$ cat src/rtl/uart_pkg.sv
// rtl/uart_pkg.sv - shared UART types, frame constants and width helper
package uart_pkg;

  typedef enum logic [2:0] {
    ST_IDLE  = 3'd0,
    ST_GRANT = 3'd1,
    ST_LOAD  = 3'd2,
    ST_SEND  = 3'd3,
    ST_GAP   = 3'd4
  } uart_state_e;

  // Start bit + 8 data bits + stop bit.
  localparam int FRAME_BITS = 10;

  // Width of an index into n items; never narrower than one bit.
  function automatic int idx_width(input int n);
    return (n > 1) ? $clog2(n) : 1;
  endfunction

endpackage

$ cat src/rtl/baud_tick_gen.sv
// rtl/baud_tick_gen.sv - free-running bit-rate enable generator
module baud_tick_gen #(
  parameter int CLK_DIV = 104
) (
  input  logic i_clk,
  input  logic i_rst,
  output logic o_tick
);

  localparam int CNT_W = (CLK_DIV > 1) ? $clog2(CLK_DIV) : 1;
  localparam logic [CNT_W-1:0] CNT_LAST = CNT_W'(CLK_DIV - 1);

  logic [CNT_W-1:0] cnt;

  // Count 0..CLK_DIV-1 forever; frames never restart the phase.
  always_ff @(posedge i_clk) begin
    if (i_rst) begin
      cnt <= '0;
    end else if (cnt == CNT_LAST) begin
      cnt <= '0;
    end else begin
      cnt <= cnt + 1'b1;
    end
  end

  assign o_tick = (cnt == CNT_LAST);

endmodule

$ cat src/rtl/uart_tx_arbiter.sv
// rtl/uart_tx_arbiter.sv - round-robin arbiter feeding one UART byte transmitter
module uart_tx_arbiter
  import uart_pkg::*;
#(
  parameter int NUM_REQ  = 4,
  parameter int CLK_DIV  = 104,
  parameter int GAP_BITS = 0,
  localparam int IDX_W   = idx_width(NUM_REQ)
) (
  input  logic                 i_clk,
  input  logic                 i_rst,
  input  logic [NUM_REQ-1:0]   i_req_valid,
  input  logic [NUM_REQ*8-1:0] i_req_data,
  output logic [NUM_REQ-1:0]   o_req_ready,
  input  logic                 i_tx_busy,
  output logic                 o_baud_tick,
  output logic                 o_tx_start,
  output logic [7:0]           o_tx_data,
  output logic [IDX_W-1:0]     o_grant_id,
  output logic                 o_busy
);

  // Bit counter must hold both the frame length and the gap length.
  localparam int CNT_MAX = (GAP_BITS > FRAME_BITS) ? GAP_BITS : FRAME_BITS;
  localparam int BIT_W   = $clog2(CNT_MAX + 1);
  localparam logic [BIT_W-1:0] FRAME_LAST = BIT_W'(FRAME_BITS - 1);
  localparam logic [BIT_W-1:0] GAP_LAST   = BIT_W'((GAP_BITS > 0) ? GAP_BITS - 1 : 0);
  // Last grant starts at the top index so requester 0 wins first.
  localparam logic [IDX_W-1:0] LAST_RST   = IDX_W'(NUM_REQ - 1);

  uart_state_e      state;
  uart_state_e      state_nxt;
  logic             tick;
  logic [IDX_W-1:0] grant_q;
  logic [IDX_W-1:0] last_grant;
  logic [7:0]       data_q;
  logic [BIT_W-1:0] bit_cnt;
  logic             grant_valid;
  logic [7:0]       grant_data;
  logic             req_go;

  baud_tick_gen #(
    .CLK_DIV(CLK_DIV)
  ) u_baud (
    .i_clk (i_clk),
    .i_rst (i_rst),
    .o_tick(tick)
  );

  // First valid requester searching upward from the one after the last served.
  function automatic logic [IDX_W-1:0] rr_pick(input logic [NUM_REQ-1:0] valid,
                                               input logic [IDX_W-1:0]   last);
    logic [IDX_W-1:0] pick;
    logic [IDX_W-1:0] idx;
    logic             found;
    pick  = last;
    found = 1'b0;
    for (int i = 1; i <= NUM_REQ; i++) begin
      idx = IDX_W'((int'(last) + i) % NUM_REQ);
      if (!found && valid[idx]) begin
        pick  = idx;
        found = 1'b1;
      end
    end
    return pick;
  endfunction

  assign req_go = (|i_req_valid) && !i_tx_busy;

  // Mux the granted requester's valid and byte without a variable part-select.
  always_comb begin
    grant_valid = 1'b0;
    grant_data  = '0;
    for (int k = 0; k < NUM_REQ; k++) begin
      if (grant_q == IDX_W'(k)) begin
        grant_valid = i_req_valid[k];
        grant_data  = i_req_data[8*k +: 8];
      end
    end
  end

  // State register.
  always_ff @(posedge i_clk) begin
    if (i_rst) begin
      state <= ST_IDLE;
    end else begin
      state <= state_nxt;
    end
  end

  // Next-state selection; LOAD only reacts to ticks seen while already in LOAD.
  always_comb begin
    state_nxt = state;
    case (state)
      ST_IDLE:  if (req_go) state_nxt = ST_GRANT;
      ST_GRANT: state_nxt = grant_valid ? ST_LOAD : ST_IDLE;
      ST_LOAD:  if (tick) state_nxt = ST_SEND;
      ST_SEND:  if (tick && bit_cnt == FRAME_LAST) state_nxt = (GAP_BITS > 0) ? ST_GAP : ST_IDLE;
      ST_GAP:   if (tick && bit_cnt == GAP_LAST) state_nxt = ST_IDLE;
      default:  state_nxt = ST_IDLE;
    endcase
  end

  // Ready is a one-hot pulse in GRANT only; start rides on a tick seen in LOAD.
  always_comb begin
    o_req_ready = '0;
    o_tx_start  = 1'b0;
    o_busy      = (state != ST_IDLE);
    if (state == ST_GRANT) begin
      for (int k = 0; k < NUM_REQ; k++) begin
        o_req_ready[k] = (grant_q == IDX_W'(k));
      end
    end
    if (state == ST_LOAD) begin
      o_tx_start = tick;
    end
  end

  // Grant index, captured byte, fairness pointer and bit counter.
  always_ff @(posedge i_clk) begin
    if (i_rst) begin
      grant_q    <= '0;
      last_grant <= LAST_RST;
      data_q     <= '0;
      bit_cnt    <= '0;
    end else begin
      case (state)
        ST_IDLE: begin
          if (req_go) grant_q <= rr_pick(i_req_valid, last_grant);
        end
        ST_GRANT: begin
          if (grant_valid) begin
            data_q     <= grant_data;
            last_grant <= grant_q;
          end
        end
        ST_LOAD: begin
          if (tick) bit_cnt <= '0;
        end
        ST_SEND: begin
          if (tick) bit_cnt <= (bit_cnt == FRAME_LAST) ? '0 : bit_cnt + 1'b1;
        end
        ST_GAP: begin
          if (tick) bit_cnt <= (bit_cnt == GAP_LAST) ? '0 : bit_cnt + 1'b1;
        end
        default: ;
      endcase
    end
  end

  assign o_baud_tick = tick;
  assign o_tx_data   = data_q;
  assign o_grant_id  = grant_q;

endmodule

$ cat config.mk
export PLATFORM = sky130hd
export DESIGN_NAME = uart_tx_arbiter
export DESIGN_NICKNAME = d
export VERILOG_FILES = /design/src/rtl/uart_pkg.sv /design/src/rtl/baud_tick_gen.sv /design/src/rtl/uart_tx_arbiter.sv
export SDC_FILE = /design/constraint.sdc
export NUM_CORES = 1
export LEC_CHECK = 0
export BUFFER_PORTS_ARGS = -buffer_cell sky130_fd_sc_hd__buf_2
export CAP_MARGIN = 20
export CELL_PAD_IN_SITES_DETAIL_PLACEMENT = 1
export CELL_PAD_IN_SITES_GLOBAL_PLACEMENT = 1
export CORE_MARGIN = 2
export CORE_UTILIZATION = 32
export DETAILED_ROUTE_END_ITERATION = 8
export PLACE_DENSITY_LB_ADDON = 0.1
export SLEW_MARGIN = 5
export SYNTH_ARGS = -nofsm -noshare
export SYNTH_HDL_FRONTEND = slang
export SYNTH_SLANG_ARGS = --single-unit
$ cat constraint.sdc
create_clock -name i_clk -period 1.5 [get_ports i_clk]
set_input_delay 0 -clock i_clk [delete_from_list [all_inputs] [get_ports i_clk]]
set_output_delay 0 -clock i_clk [all_outputs]
set_load 0.01 [all_outputs]
# Word level (Yosys, flattened, before mapping)
# Index checks and enable logic that the tools add are counted.
# Widths: inputs -> output; s select.
# classes
add_sub_neg	6
n_mul	0
div_mod_pow	0
order_cmp	4
n_eq_ne	15
n_shift	0
mux	46
bitwise_logic	0
reduce_logical	21
# op_table
cell	n
$mux 8	4
$mux 4	6
$mux 1	21
$pmux 3 s5	1
$lt 2x3->1 const B	4
$mux 3	4
$ne 2x2->1 const B	6
$pmux 4 s3	1
$mux 2	5
$bmux 1 s2	4
$reduce_and 4->1	2
$add 7x1->7 const B	1
$eq 7x7->1 const B	1
$eq 3x2->1 const B	2
$logic_and 1x1->1	6
$reduce_bool 3->1	2
$add 2x1->2 const B	2
$add 2x2->2 const B	2
$add 4x1->4 const B	1
$eq 2x2->1 const B	2
$eq 4x4->1 const B	1
$logic_not 1->1	4
$logic_not 4->1	1
$reduce_and 2->1	2
7 further kinds	7
# totals
register_bits	26
latch_bits	0
ramBits	0
romBits	0
output_inout_bits	17
wordCells	98
memories	0

# Longest topological paths before layout
# Gate-level depths: netlist (run 1).
# depth
ltp_word	22
ltp_mapped	6

# Cells and area by module
# A second synthesis (run 1) with hierarchy kept.
# hier_totals
cells_unflattened	145
hier_area_um2	1403.8
# by_module_without_submodules
module	instances	cells_each	area_per_inst_um2
uart_tx_arbiter	1	112	1103.6
baud_tick_gen	1	33	300.3

# Worst setup path before layout (run 1)
# OpenSTA, ideal clock, no wires.
# synth_timing
kind	register to register
startpoint	register grant_q[1], in the netlist o_grant_id[1]
endpoint	register data_q[1], in the netlist o_tx_data[1]
t_arrival_ps	1423
required_ps	1372
slack_ps	-51
stages_incl_launch_ff	6
n_path_buf	2
synth_period_minus_slack_ps	1551
cell_sequence	dfxtp_1 -> clkbuf_1 -> clkbuf_1 -> mux4_2 -> mux2i_1 -> nor2_1
# synth_via
elab_chain_cells	6
# synth_lines
element	line_no	text
from (decl)	uart_tx_arbiter.sv:34	logic [IDX_W-1:0] grant_q;
from (signal assigned)	uart_tx_arbiter.sv:129	if (req_go) grant_q <= rr_pick(i_req_valid, last_grant);
$logic_not 2->1	uart_tx_arbiter.sv:75	if (grant_q == IDX_W'(k)) begin
$mux 1 (4 in a row)	uart_tx_arbiter.sv:75	
$reduce_and 2->1 (no source line)	n/a	
to (signal assigned)	uart_tx_arbiter.sv:133	data_q <= grant_data;
to (decl)	uart_tx_arbiter.sv:36	logic [7:0] data_q;
# Several ways; a longest one is shown, not always the timed one.
# A chain may end at the register's enable or synchronous reset.

# Worst setup path in the final report (run 1)
# layout_timing
startpoint	register state[1]
endpoint	register data_q[0], in the netlist o_tx_data[0]
# layout_via
elab_chain_cells	2
# layout_lines
element	line_no	text
from (decl)	uart_tx_arbiter.sv:31	uart_state_e state;
from (signal assigned)	uart_tx_arbiter.sv:87	state <= state_nxt;
$eq 3x1->1	uart_tx_arbiter.sv:127	case (state)
$reduce_and 2->1 (no source line)	n/a	
# Every way passes these cells.

==> results of run 1 <==
-- power groups by stage --
stage          clock [mW]  combinational, mW  sequential [mW]
6_report            0.394              0.361            0.715
2_1_floorplan           0              0.205            0.730
3_5_place_dp            0              0.340            0.727
4_1_cts             0.416              0.353            0.714
5_1_grt             0.443              0.399            0.719
3_3_place_gp            0              0.330            0.725
-- path summary, 6_finish.rpt --
check | to | from | cells after the start | slack, ns
worst max-delay path | o_tx_data[0] | state[1] | 5 | -0.03
worst min-delay path | state[0] | i_tx_busy | 4 | 0.08
worst max register to register | o_tx_data[0] | state[1] | 5 | -0.03
worst min register to register | bit_cnt[3] | bit_cnt[3] | 2 | 0.50
-- cells in the final DEF (no fill, tap or decap), drive strengths merged, types with 2 or more instances in the layout --
cell	synthesis	routed
buf	3	75
dfxtp	25	25
nor2	22	22
mux2i	10	10
mux4	8	8
o21ai	8	8
inv	7	7
nor3	6	6
nand2	5	5
a21oi	5	5
nor3b	5	5
nand2b	4	4
nand3	4	4
nand3b	3	3
clkbuf	8	3
ha	3	3
o32ai	2	2
or3	2	2
xor2	2	2
xnor2	2	2
nor2b	2	2
o22ai	2	2
-- registers in the layout, indices dropped and copies added, names as in the netlist --
signal and flops:
last_grant 2, bit_cnt 4, o_grant_id 2, state 2
u_baud.cnt 7, o_tx_data 8
-- critical path: cells and delay by family (launching register included) --
kind            cells  cell delay (ns)
mux                 1             0.20
flops               1             0.33
compound gates      1             0.23
simple gates        2             0.47
buf+inv             1             0.17
-- kinds of logic after synthesis --
family,count (synthesis),share of synthesized area
xor+xnor,4,0.0235
fa+ha+maj,3,0.0252
simple gates,62,0.244
mux,18,0.188
compound gates,27,0.128
flops,25,0.336
buf+inv,18,0.0563
-- timing repair --
| item | CTS | global route |
|---|---|---|
| resized for setup | 8 | 14 |
| pin swaps | 3 | 3 |
| setup buffers | 2 | 3 |
| endpoints found under the setup margin | 14 | 15 |
| hold buffers | 0 | 0 |
-- layer usage --
metal	up-vias	GRT usage	wire length [um]
met5	-	0	0
met4	0	0.0377	26
met3	2	0.0264	282
met2	42	0.295	2030
met1	700	0.193	1720
li1	710	-	-
-- per-stage QoR --
stage | hold slack [ns] | util | instance area, um^2 | power (mW) | TNS (ns)
2_1_floorplan | 0.206 | - | 1520 | 0.934 | -0.0719
3_3_place_gp | 0.358 | 0.435 | 1920 | 1.06 | 0
3_5_place_dp | 0.364 | 0.435 | 1920 | 1.07 | -0.648
4_1_cts | 0.0748 | 0.457 | 2020 | 1.48 | -0.0716
5_1_grt | 0.103 | 0.475 | 2100 | 1.56 | -0.844
6_report | 0.0755 | 0.475 | 2100 | 1.47 | -0.0564
-- Yosys cell counts (3+ instances only) --
cell and number:
o21ai_0 8, ha_1 3, nand2_1 5, mux4_2 8, inv_1 7, nand2b_1 4
mux2i_1 10, nor3_1 5, a21oi_1 5, nor2_1 22, nor3b_1 4, dfxtp_1 25
nand3_1 3, clkbuf_1 8, nand3b_1 3
-- area by class of cell --
class	instances	area (um^2)
fillers	515	2320
multi-input cells	114	983
flip-flops and latches	25	508
repair buffers	75	468
well taps	52	65.1
clock buffers	3	41.3
inverters	7	26.3
clock inverters	1	5.00
==> flow_summary.ini, run 1 <==
[run_status]
result_of_the_run = complete, but fails checks
violations = setup timing

[sta]
max_clock_skew_ns = 0.00187
layout_min_cycle_time_ns = 1.53
number_of_setup_violations_in_the_final_report = 5
timing.slew.headroom = 0.677
setup_ws_ns = -0.0254
achievable-frequency_mhz = 656
layout_worst_path_cycle_share = 1.02
timing_max_transition_violations_final = 0
rsz0062_at_grt = yes
finalHoldViolations = 0
worst-slew-pin-transition_ns = 0.484

[placement]
place_worst_setup_slack_ns = -0.0931
placedCellCount = 268
dpl.hpwl_mm = 3.14
numPortBuffers = 55
place.gp.congestion = 0.789

[global_route]
grt_pass1_wl_mm = 6.72
grt_start_max_net_pins = 28
globalRouteOverflowTotal = 0
number_of_global_route_vias_before_repair = 1499
antenna_found_initial = 0
global_route.usage.total = 0.160

[floorplanning]
num_rows = 24
design.portCount = 56
floorplan.initialDensity = 0.338
core-area_um2 = 4410
die_width_um = 72.2
fp.dieH_um = 72.2
floorplan.die_area_um2 = 5220

[worst_setup_path]
startpoint_type = flop
crit_path_max_incr_delay_ns = 0.41
timing.critical_path.fanout_max = 8
critical_path.endpoint_type = flop
critPathSlowestCell = or3b_4
worstPathRequired_ns = 1.64
cp_cell_sequence = or3b_4 > o22ai_4 > buf_12 > mux2i_1 > nor2_1
critPathKind = reg2reg
timing.critical_path.arrival_ns = 1.66

[detailed_routing]
drc_errors = 0
vias_per_cell = 5.25
detail-route-antenna-nets = 0
drt_pre_antenna_iters = 6
first_iter_violations = 44
route.final.wire_length_mm = 4.06
via_count = 1454
detail_route.wl_per_cell_um = 14.7

[synth]
netlist.area_leader.share = 0.336
synth_cell_type_count = 46
synth_fp_nets = 199
syn_area_um2 = 1490
post_synth_inst_count = 157
synth-warning-count = 0
dominantRegCellSynth = dfxtp_1
ys_ff_latch = 25
syn_avg_cell_area_um2 = 9.49
netlist_top_cells_area = dfxtp_1, mux4_2, mux2i_1
synth_enable_flop_cells = 0
proportion_of_synthesized_flip_flops_having_asynchronous_set_or_reset = 0
synth_top_cell_by_area = dfxtp_1
yosysSeqAreaShare = 0.336

[clock_tree]
cts_sinks = 25
tritoncts = built
cts.reportedPaths.clkPinSlew_ns = 0.09
clk-insertion-delay-late_ns = 0.26
numCtsBuffers = 3
htree_levels = 1
clockBufferDepth = 2
clockRootBuffer = clkbuf_8

[power]
power_frac_comb = 0.245
static_leakage_nw = 0.874
switching_power_mw = 0.395
cellInternalPower_mw = 1.07
power.density_nw_per_um2 = 701
pwr-share-seq = 0.486
worst_ir_drop_vdd_v = 0.000370
clock_power_share = 0.268
netSwitchingFraction = 0.269

[worst_hold_path]
timing.hold.worst.class = in2reg

[cells_and_area]
syn_to_final_growth_pct = 40.7
antenna_cells = 0
fraction_of_final_layout_cells_with_drive_strength_greater_than_1 = 0.476
final_net_count = 268
finish.cell_count_without_fillers = 277

[flow_run]
drv.max_cap_violation_count = 0
(Power assumes the default switching activity.)
==> inputs of run 2 (changes only) <==
--- a/config.mk
+++ b/config.mk
@@ -12,7 +12,9 @@
 export CORE_MARGIN = 2
 export CORE_UTILIZATION = 32
 export DETAILED_ROUTE_END_ITERATION = 8
+export GPL_TIMING_DRIVEN = 0
 export PLACE_DENSITY_LB_ADDON = 0.1
+export RECOVER_POWER = 100
 export SLEW_MARGIN = 5
 export SYNTH_ARGS = -nofsm -noshare
 export SYNTH_HDL_FRONTEND = slang
==> constraint.sdc (replaced) <==
create_clock -name i_clk -period 1.5 [get_ports i_clk]
set_input_delay 0.075 -clock i_clk [delete_from_list [all_inputs] [get_ports i_clk]]
set_output_delay 0.075 -clock i_clk [all_outputs]
set_load 0.01 [all_outputs]
==> flow_summary.ini, run 2 (synthesis results as in run 1) <==
[clock_tree]
numCtsBuffers = 3
clockRootBuffer = clkbuf_8
clockBufferDepth = 2
clk-insertion-delay-late_ns = 0.28
cts_hold_buffers = 0
htree_levels = 1
tritoncts = built
cts.reportedPaths.clkPinSlew_ns = 0.11
cts_sinks = 25

[global_route]
global_route.usage.total = 0.184
globalRouteOverflowTotal = 0
antenna_found_initial = 0
number_of_global_route_vias_before_repair = 1638
grt_pass1_wl_mm = 7.65
grt_start_max_net_pins = 17

[sta]
finalHoldViolations = 0
setup_ws_ns = -0.0737
layout_worst_path_cycle_share = 1.05
fin_worst_hold_slack_ns = 0.208
layout_min_cycle_time_ns = 1.57
timing.slew.headroom = 0.578
timing_max_transition_violations_final = 0
setup_tns_ns = -0.514
achievable-frequency_mhz = 635
rsz0062_at_grt = yes
number_of_setup_violations_in_the_final_report = 13
worst-slew-pin-transition_ns = 0.627
max_clock_skew_ns = 0.00822

[worst_setup_path]
cp_cell_sequence = ha_4 > nand3_4 > nand4bb_1 > clkbuf_8 > or3_4 > a21oi_2
timing.critical_path.arrival_ns = 1.79
critical_path.endpoint_type = flop
crit_path_max_incr_delay_ns = 0.37
critPathKind = reg2reg
cpLargestDelayFamily = simple AND/OR/NAND/NOR gates
worstPathRequired_ns = 1.72
number_of_buffer_and_inverter_stages_on_the_critical_path = 1
critPathSlowestCell = or3_4
startpoint_type = flop
timing.critical_path.fanout_max = 6

[flow_run]
drv.max_cap_violation_count = 0

[cells_and_area]
antenna_cells = 0
layout.cells.most_common = buf_2
layout.cells.most_common_list = buf_2, nor2_1, dfxtp_1, buf_4, buf_6
syn_to_final_growth_pct = 48.5
largest_register_ffs = 8
final_net_count = 278
fraction_of_final_layout_cells_with_drive_strength_greater_than_1 = 0.511

[detailed_routing]
drc_errors = 0
first_iter_violations = 31
vias_per_cell = 5.30
detail_route.wl_per_cell_um = 16.6
drt_pre_antenna_iters = 4
detail-route-antenna-nets = 0
via_count = 1521
route.final.wire_length_mm = 4.78

[power]
worst_ir_drop_vdd_v = 0.000333
pwr-share-seq = 0.460
switching_power_mw = 0.460
netSwitchingFraction = 0.293
static_leakage_nw = 0.900
cellInternalPower_mw = 1.11
clock_power_share = 0.286
power.density_nw_per_um2 = 709
power_frac_comb = 0.254

[floorplanning]
num_rows = 24
fp.dieH_um = 72.2
core-area_um2 = 4410
floorplan.die_area_um2 = 5220
design.portCount = 56
die_width_um = 72.2
floorplan.initialDensity = 0.338

[run_status]
violations = setup timing
result_of_the_run = complete, but fails checks

[worst_hold_path]
timing.hold.worst.class = in2reg

[placement]
place_worst_setup_slack_ns = -0.230
dpl.hpwl_mm = 3.31
numPortBuffers = 54
place.gp.congestion = 0.825
==> run 2: cell count changes in the layout (fill, tap and decap cells not counted), moves of 2 or more <==
cell	previous run	this run
a21oi_1	4	2
a21oi_2	1	3
buf_2	52	46
buf_4	16	18
buf_6	6	10
clkbuf_1	0	9
dfxtp_4	0	2
mux2i_1	8	6
mux2i_4	0	2
nor2_2	0	2
or3_1	2	0
or3_4	0	2
==> run 2: through the flow <==
| stage | cells | power (mW) | utilization | area [um^2] |
|---|---|---|---|---|
| finish | 287 | 1.57 | 0.501 | 2210 |
| global route | 287 | 1.65 | 0.501 | 2210 |
| floorplan | 157 | 0.934 | - | 1520 |
| global placement | 263 | 1.04 | 0.419 | 1850 |
| CTS | 282 | 1.55 | 0.474 | 2090 |
| detailed placement | 263 | 1.05 | 0.419 | 1850 |
==> run 2: power by group through the flow <==
stage	Clock [mW]	Combinational (mW)	Sequential (mW)
CTS	0.455	0.379	0.717
global placement	0	0.314	0.725
global route	0.487	0.438	0.727
floorplan	0	0.205	0.730
detailed placement	0	0.328	0.726
finish	0.449	0.399	0.722
==> run 2: final timing paths <==
check,start,slack [ns],to,cells past startpoint
max reg2reg,u_baud.cnt[1],-0.07,bit_cnt[0],6
max,u_baud.cnt[1],-0.07,bit_cnt[0],6
min,i_tx_busy,0.21,state[0],4
min reg2reg,o_tx_data[2],0.50,o_tx_data[2],2
==> run 2: routing by layer <==
layer / global-route usage / vias up / part of all wire
met3: 0.0361 / 4 / 0.070
met2: 0.336 / 56 / 0.53
met5: 0 / - / 0
li1: - / 731 / -
met4: 0.0461 / 0 / 0.0073
met1: 0.219 / 730 / 0.40
==> run 2: worst min-delay path, delay by kind of cell <==
| family | cells | cell delay, ns |
|---|---|---|
| buf+inv | 1 | 0.12 |
| simple gates | 2 | 0.17 |
| compound gates | 1 | 0.08 |
==> run 2: cell type report <==
cell class / count / area (um^2)
plain buffers: 7 / 52.6
clock buffers: 3 / 41.3
clock inverters: 1 / 8.76
fillers: 524 / 2200
inverters: 7 / 26.3
multi-input cells: 114 / 1030
flip-flops and latches: 25 / 514
well taps: 52 / 65.1
repair buffers: 78 / 478
==> run 2: repair_timing <==
action | in CTS | in global routing
pin swaps | 6 | 8
gates cloned | 1 | 0
buffers inserted | 15 | 8
endpoints found under the setup margin | 19 | 22
gates resized for setup | 19 | 27
==> inputs of run 3 (changes only) <==
--- a/config.mk
+++ b/config.mk
@@ -18,4 +18,5 @@
 export SLEW_MARGIN = 5
 export SYNTH_ARGS = -nofsm -noshare
 export SYNTH_HDL_FRONTEND = slang
+export SYNTH_HIERARCHICAL = 1
 export SYNTH_SLANG_ARGS = --single-unit
==> flow_summary.ini, run 3 <==
[run_status]
result_of_the_run = complete, but fails checks
violations = setup timing

[worst_setup_path]
worstPathRequired_ns = 1.66
timing.critical_path.fanout_max = 5
critPathKind = reg2reg
startpoint_type = flop
critical_path.endpoint_type = flop
timing.critical_path.arrival_ns = 1.68

[placement]
place.gp.congestion = 0.725
post_placement_cell_area_um2 = 1750
placedCellCount = 252
dpl.hpwl_mm = 3.25
numPortBuffers = 55

[global_route]
number_of_global_route_vias_before_repair = 1487
global_route.usage.total = 0.180
grt_pass1_wl_mm = 7.02
globalRouteOverflowTotal = 0
grt_start_max_net_pins = 15
antenna_found_initial = 0

[detailed_routing]
drc_errors = 0
via_count = 1413
detail_route.wl_per_cell_um = 16.4
route.final.wire_length_mm = 4.47
detail-route-antenna-nets = 0
drt_pre_antenna_iters = 4
vias_per_cell = 5.19
first_iter_violations = 27

[synth]
proportion_of_synthesized_flip_flops_having_asynchronous_set_or_reset = 0
synth_top_cell_by_area = dfxtp_1
synth-warning-count = 6
synth_enable_flop_cells = 0
netlist_top_cells_area = dfxtp_1, mux4_2, nor2_1
syn_avg_cell_area_um2 = 9.68
yosysSeqAreaShare = 0.357
syn_area_um2 = 1400
netlist.area_leader.share = 0.357
synth.top_cells.by_count = nor2_1, dfxtp_1, mux2i_1, inv_1, mux4_2
yosys.cell_count.top_type = nor2_1
ys_ff_latch = 25
post_synth_inst_count = 145
dominantRegCellSynth = dfxtp_1
synth_fp_nets = 188
synth_cell_type_count = 37

[floorplanning]
die_width_um = 70.2
design.portCount = 56
num_rows = 24
floorplan.initialDensity = 0.327
fp.dieH_um = 70.2
floorplan.die_area_um2 = 4930
core-area_um2 = 4290

[cells_and_area]
final_util = 0.474
final_net_count = 264
fraction_of_final_layout_cells_with_drive_strength_greater_than_1 = 0.468
fillers = 532
layout.cells.most_common = buf_2
final_design_area_no_fill_um2 = 2030
finish.cell_count_without_fillers = 272
antenna_cells = 0
layout.cells.most_common_list = buf_2, nor2_1, dfxtp_1, buf_4
storage_element_area_um2 = 518
multi_input_area_um2 = 901
largest_register_ffs = 8
syn_to_final_growth_pct = 44.9

[sta]
timing.slew.headroom = 0.676
setup_tns_ns = -0.0711
number_of_setup_violations_in_the_final_report = 5
rsz0062_at_grt = yes
layout_min_cycle_time_ns = 1.52
setup_ws_ns = -0.0241
worst-slew-pin-transition_ns = 0.486
max_clock_skew_ns = 0.00183
achievable-frequency_mhz = 656
fin_worst_hold_slack_ns = 0.0188
layout_worst_path_cycle_share = 1.02
timing_max_transition_violations_final = 0
finalHoldViolations = 0

[clock_tree]
numCtsBuffers = 3
clk-insertion-delay-late_ns = 0.27
htree_levels = 1
cts_sinks = 25
tritoncts = built
clockBufferDepth = 2
cts.reportedPaths.clkPinSlew_ns = 0.09
clockRootBuffer = clkbuf_8

[worst_hold_path]
timing.hold.worst.class = in2reg

[flow_run]
drv.max_cap_violation_count = 0

[power]
power.density_nw_per_um2 = 773
static_leakage_nw = 0.859
worst_ir_drop_vdd_v = 0.000472
run 3: cell types whose count changed after synthesis, moves of 3 or more:
cell	previous run	this run
nor3b_1	4	0
o221ai_1	0	3
nand2b_1	4	0
nor2_1	22	28
a311oi_1	0	3
clkbuf_1	8	0
nor3_1	5	0
run 3: area by class of cell:
type	instances	area share
inverters	9	0.0166
repair buffers	72	0.199
multi-input cells	105	0.443
clock inverters	1	0.00246
clock buffers	3	0.0203
flip-flops and latches	25	0.255
well taps	52	0.0320
plain buffers	5	0.0320
run 3: power breakdown:
group          total, mW  switching [mW]  internal [mW]
combinational      0.429           0.200          0.229
sequential         0.732          0.0328          0.699
clock              0.412           0.225          0.186
total               1.57           0.458           1.11
run 3: worst paths after layout:
kind              cells past startpoint          from  slack, ns             to
hold reg to reg                       2  o_tx_data[2]       0.51   o_tx_data[2]
hold / removal                        2         i_rst       0.02  o_grant_id[1]
setup / recovery                      5      state[0]      -0.02   o_tx_data[7]
setup reg to reg                      5      state[0]      -0.02   o_tx_data[7]
run 3: cells by family after synthesis:
kind of cell / count (synthesis) / share of synthesized area
AND/OR/NAND/NOR: 51 / 0.178
AO/OA/AOI/OAI: 26 / 0.127
flip-flops: 25 / 0.357
multiplexers: 18 / 0.200
buffers and inverters: 15 / 0.0651
XOR/XNOR: 6 / 0.0374
adder cells (fa/ha/maj): 4 / 0.0357
run 3: per-stage QoR:
| stage | worst slack, ns | total power, mW |
|---|---|---|
| CTS | -0.0345 | 1.58 |
| finish | -0.0241 | 1.57 |
| global placement | -0.140 | 1.10 |
| detailed placement | -0.180 | 1.11 |
| global route | -0.110 | 1.67 |
| floorplan | 0.0158 | 0.976 |
run 3: repair_timing:
item | in CTS | in global routing
buffers inserted | 7 | 9
setup endpoints to repair | 18 | 21
resized for setup | 17 | 18
hold buffers | 0 | 0
gates cloned | 1 | 0
pin swaps | 4 | 6
run 3: per-layer routing:
layer,part of all wire,vias to the layer above,track usage
li1,-,676,-
met1,0.43,681,0.208
met2,0.49,50,0.323
met3,0.060,6,0.0476
met4,0.015,0,0.0513
met5,0,-,0
run 3: worst max-delay path: stages, from the launching register on:
cell and delay (ns):
dfxtp_4 0.38, or3b_4 0.40, o22ai_4 0.21, buf_6 0.17, mux2i_1 0.20, nor2_1 0.06
